<file path="src/rtl/cordic_vector.sv">
// Iterative vectoring-mode CORDIC: one micro-rotation per clock, giving magnitude and atan2.
// Optional macro CORDIC_VECTOR_GAIN_COMP_EN scales Mag by K=0.60725 in the DONE cycle.
module cordic_vector #(
  parameter int ITERATIONS = 16  // legal 8..16
) (
  input  logic               clk,
  input  logic               rst,
  input  logic               start,
  input  logic signed [15:0] Xin,
  input  logic signed [15:0] Yin,
  output logic               busy,
  output logic               done,
  output logic        [17:0] Mag,
  output logic signed [18:0] Angle
);

  localparam logic signed [18:0] HALF_PI = 19'sd102944;
  localparam logic        [3:0]  LAST    = 4'(ITERATIONS - 1);

  typedef enum logic [1:0] {S_IDLE, S_ITER, S_DONE} state_t;

  state_t             r_state;
  logic signed [17:0] r_x, r_y;
  logic signed [18:0] r_z;
  logic        [3:0]  r_i;
  logic               r_zero;

  logic signed [17:0] w_xe, w_ye, w_x0, w_y0, w_xs, w_ys, w_xn, w_yn;
  logic signed [18:0] w_z0, w_zn, w_atan;
  logic        [17:0] w_mag;

  function automatic logic signed [18:0] atan_rom(input logic [3:0] idx);
    logic signed [18:0] v;
    case (idx)
      4'd0:    v = 19'sd51472;
      4'd1:    v = 19'sd30386;
      4'd2:    v = 19'sd16055;
      4'd3:    v = 19'sd8150;
      4'd4:    v = 19'sd4091;
      4'd5:    v = 19'sd2047;
      4'd6:    v = 19'sd1024;
      4'd7:    v = 19'sd512;
      4'd8:    v = 19'sd256;
      4'd9:    v = 19'sd128;
      4'd10:   v = 19'sd64;
      4'd11:   v = 19'sd32;
      4'd12:   v = 19'sd16;
      4'd13:   v = 19'sd8;
      4'd14:   v = 19'sd4;
      default: v = 19'sd2;
    endcase
    return v;
  endfunction

  assign w_xe = {{2{Xin[15]}}, Xin};
  assign w_ye = {{2{Yin[15]}}, Yin};

  // Left half-plane inputs are pre-rotated by +-90 deg so the iterations stay in range.
  always_comb begin
    w_x0 = w_xe;
    w_y0 = w_ye;
    w_z0 = '0;
    if (Xin[15]) begin
      if (!Yin[15]) begin
        w_x0 = w_ye;
        w_y0 = -w_xe;
        w_z0 = HALF_PI;
      end else begin
        w_x0 = -w_ye;
        w_y0 = w_xe;
        w_z0 = -HALF_PI;
      end
    end
  end

  assign w_xs   = r_x >>> r_i;
  assign w_ys   = r_y >>> r_i;
  assign w_atan = atan_rom(r_i);

  always_comb begin
    if (!r_y[17]) begin
      w_xn = r_x + w_ys;
      w_yn = r_y - w_xs;
      w_zn = r_z + w_atan;
    end else begin
      w_xn = r_x - w_ys;
      w_yn = r_y + w_xs;
      w_zn = r_z - w_atan;
    end
  end

`ifdef CORDIC_VECTOR_GAIN_COMP_EN
  logic [33:0] w_prod;
  // Final X is never negative in vectoring mode, so an unsigned multiply is exact.
  assign w_prod = 34'($unsigned(r_x)) * 34'd39797;
  assign w_mag  = 18'(w_prod >> 16);
`else
  assign w_mag  = $unsigned(r_x);
`endif

  always_ff @(posedge clk) begin
    if (rst) begin
      r_state <= S_IDLE;
      r_x     <= '0;
      r_y     <= '0;
      r_z     <= '0;
      r_i     <= '0;
      r_zero  <= 1'b0;
      busy    <= 1'b0;
      done    <= 1'b0;
      Mag     <= '0;
      Angle   <= '0;
    end else begin
      done <= 1'b0;
      case (r_state)
        S_IDLE: begin
          if (start) begin
            r_x     <= w_x0;
            r_y     <= w_y0;
            r_z     <= w_z0;
            r_i     <= '0;
            r_zero  <= (Xin == 16'sd0) && (Yin == 16'sd0);
            busy    <= 1'b1;
            r_state <= S_ITER;
          end
        end
        S_ITER: begin
          r_x <= w_xn;
          r_y <= w_yn;
          r_z <= w_zn;
          r_i <= r_i + 4'd1;
          if (r_i == LAST) r_state <= S_DONE;
        end
        S_DONE: begin
          // A zero vector has no defined angle; the iterations would drift Z, so force 0.
          Mag     <= r_zero ? '0 : w_mag;
          Angle   <= r_zero ? '0 : r_z;
          done    <= 1'b1;
          busy    <= 1'b0;
          r_state <= S_IDLE;
        end
        default: r_state <= S_IDLE;
      endcase
    end
  end

endmodule

</file>
<file path="config.mk">
export PLATFORM = sky130hd
export DESIGN_NAME = cordic_vector
export DESIGN_NICKNAME = d
export VERILOG_FILES = /design/src/rtl/cordic_vector.sv
export SDC_FILE = /design/constraint.sdc
export NUM_CORES = 1
export LEC_CHECK = 0
export BUFFER_PORTS_ARGS = -buffer_cell sky130_fd_sc_hd__buf_2
export CORE_MARGIN = 4
export CORE_UTILIZATION = 51
export CTS_CLUSTER_DIAMETER = 120
export DETAILED_ROUTE_END_ITERATION = 6
export PLACE_DENSITY = 0.75
export SETUP_SLACK_MARGIN = 0.15
export SYNTH_ARGS = -nofsm -noshare
export SYNTH_HDL_FRONTEND = slang
export SYNTH_SLANG_ARGS = --single-unit
</file>
<file path="constraint.sdc">
create_clock -name clk -period 4.5 [get_ports clk]
set_clock_uncertainty 0.2 [all_clocks]
set_input_delay 0.9 -clock clk [delete_from_list [all_inputs] [get_ports clk]]
set_output_delay 0.9 -clock clk [all_outputs]
set_load 0.01 [all_outputs]
</file>
==> flow_summary.json <==
{
  "clkTransAtPathRegs_ps": 70,
  "cap_violations": 0,
  "fmax_mhz": 205.3,
  "rows": 52,
  "finalSetupViolations": 16,
  "cp_max_fo": 8,
  "synth_top_area_share_pct": 22.27,
  "htreeDepth": 4,
  "critPathKind": "reg2reg",
  "design.portCount": 74,
  "syn_to_final_growth_pct": 36.30,
  "root_buffer": "clkbuf_16",
  "synth_cell_types": 75,
  "layout.nets": 1702,
  "rsz0062_at_grt": "yes",
  "postLayoutSetupSlackWorst_ps": -371.3,
  "violations": "DRC, setup timing",
  "stdcell_area_mm2": 0.01434,
  "p_total_uw": 6942,
  "core_mm2": 0.02023,
  "synthesis.nets": 1433,
  "hold_ws_ps": 272.1,
  "final_cell_mix": "buf_4, nor2_1, dfxtp_1",
  "grt_pass1_wl_mm": 59.27,
  "finalCritPeriodShare_pct": 108.3,
  "netlist_top_cells_area": "dfxtp_1, ha_1, mux4_2, nor2_1, xnor2_1",
  "relSlewSlack_pct": 38.88,
  "ys_async_sr_fraction_pct": 0,
  "dp_hpwl_mm": 27.11,
  "dp_slack_ps": -460.0,
  "min_path_type": "reg2reg",
  "drive_gt1_share_pct": 33.81,
  "grt_pass1_vias": 11033,
  "place.gp.congestion": 1.000,
  "cts_tree": "done",
  "slew_viol_final": 0,
  "detail_route.wl_per_cell_um": 21.43,
  "placed_cell_area_mm2": 0.01255,
  "vdd_drop_max_mv": 0.3228,
  "startpoint_type": "register",
  "synth_top_cell_by_area": "dfxtp_1",
  "antenna_cells": 0,
  "die_w_um": 151.6,
  "vias": 12143,
  "antenna_found_initial": 0,
  "clk_path_buf_depth": 2,
  "final_common_cell": "buf_4",
  "cts_sinks": 117,
  "clk_latency_ps": 430,
  "syn_area_per_cell_um2": 7.908,
  "drc": 3,
  "yosys_warnings": 0,
  "synth_edf_count": 0,
  "seq_area_frac_synth_pct": 22.27,
  "period_minus_slack_ps": 4871,
  "overflow": 0,
  "syn_area_mm2": 0.01052,
  "ys_seq_elements": 117,
  "die_area_mm2": 0.02298,
  "place.port_buffers": 73,
  "p_per_area_mw_per_mm2": 484.3,
  "cp.arrival_ps": 4940,
  "worst_slew_pin_slew_ps": 914.8,
  "totalWireLength_mm": 40.34,
  "grt_max_degree": 56,
  "outcome": "finished, violations left",
  "netlist_instances": 1330,
  "grtUsageTotal_pct": 32.54,
  "drtIter0Drc": 1471,
  "finalHoldViolCount": 0,
  "p_leak_uw": 0.006154,
  "ys.flop_type": "dfxtp_1",
  "cts_buffers": 17,
  "drt-pass1-iter-count": 7,
  "worst_setup_path_end_kind": "register",
  "ant_nets": 0,
  "vias_per_cell": 6.452,
  "die_y_um": 151.6,
  "critPathRequiredTime_ps": 4570,
  "start_util_pct": 51.98
}
layout make-up:
cell class	instances	area, um^2
clock buffer	17	425.4
sequential	117	2350
tap	270	337.8
fill	1461	5899
multi-input combinational	1088	8401
clock inverter	15	182.7
timing repair buffer	336	2492
inverter	39	146.4
what timing repair did:
action | CTS | global route
hold buffers | 0 | 0
gates cloned | 0 | 0
pin swaps | 41 | 67
gates resized for setup | 67 | 110
setup endpoints to repair | 19 | 22
buffers inserted | 34 | 18
sequential cells by signal (all words and copies together), names as in the netlist:
signal / count
r_i: 4
Mag: 18
busy: 1
r_zero: 1
done: 1
r_z: 19
Angle: 19
r_state: 2
r_y: 18
r_x: 18
w_atan: 16
where the power goes:
group | internal [uW] | total, uW | switching, uW
Sequential | 1120 | 1240 | 121
Clock | 842 | 1440 | 595
Combinational | 2100 | 4260 | 2160
Total | 4060 | 6940 | 2880
synthesized netlist by cell type, types with 18 or more instances:
master    instances
nor3_1           61
nor2b_1          18
o21ai_0          77
nand3_1          21
nand2_1          97
clkbuf_1         60
nor2_1          176
a22o_1           38
a21oi_1          95
xor2_1           29
dfxtp_1         117
mux2i_1          33
xnor2_1          70
ha_1             65
mux4_2           30
a211oi_1         41
inv_1            37
cell families after synthesis:
| group | Yosys count | share of synthesized area, % |
|---|---|---|
| compound gates | 391 | 24.86 |
| xor+xnor | 99 | 8.244 |
| fa+ha+maj | 68 | 8.304 |
| buf+inv | 125 | 4.842 |
| flops | 117 | 22.27 |
| mux | 79 | 11.74 |
| simple gates | 451 | 19.74 |
per-layer routing:
layer | global-route usage (%) | vias up | share of wire [%]
li1 | - | 5442 | -
met1 | 45.38 | 5725 | 41
met2 | 50.46 | 819 | 44
met3 | 5.949 | 157 | 11
met4 | 11.59 | 0 | 4.6
met5 | 0 | - | 0
critical path, stage by stage (launching register included):
cell and delay [ps]:
dfxtp_2 360, buf_12 140, buf_8 130, mux4_2 550, mux2i_2 220, nand2_1 110, o21ai_2 100, ha_2 220
and2_4 170, o21a_1 170, nor2_1 70, xnor2_1 230, ha_1 290, o21a_1 140, o21ai_2 200, a21oi_2 60
o31a_1 290, o41a_1 540, a21oi_2 200, mux2i_1 210, a21oi_1 80
path summary, 6_finish.rpt:
kind / startpoint / endpoint / slack, ps / cells after the start
max: r_i[0] / r_x[14] / -370 / 20
min: busy / busy / 270 / 1
max reg2reg: r_i[0] / r_x[14] / -370 / 20
min reg2reg: busy / busy / 270 / 1
stage by stage:
| stage | utilization (%) | cells | setup TNS, ps |
|---|---|---|---|
| after floorplan | - | 1330 | 0 |
| after global placement | 62.01 | 1798 | -1817 |
| after detailed placement | 62.01 | 1798 | -2999 |
| after CTS | 67.62 | 1864 | -717.4 |
| after global routing | 70.84 | 1882 | -5248 |
| final | 70.84 | 1882 | -3170 |
No activity file was read; power rests on OpenSTA's default activity.
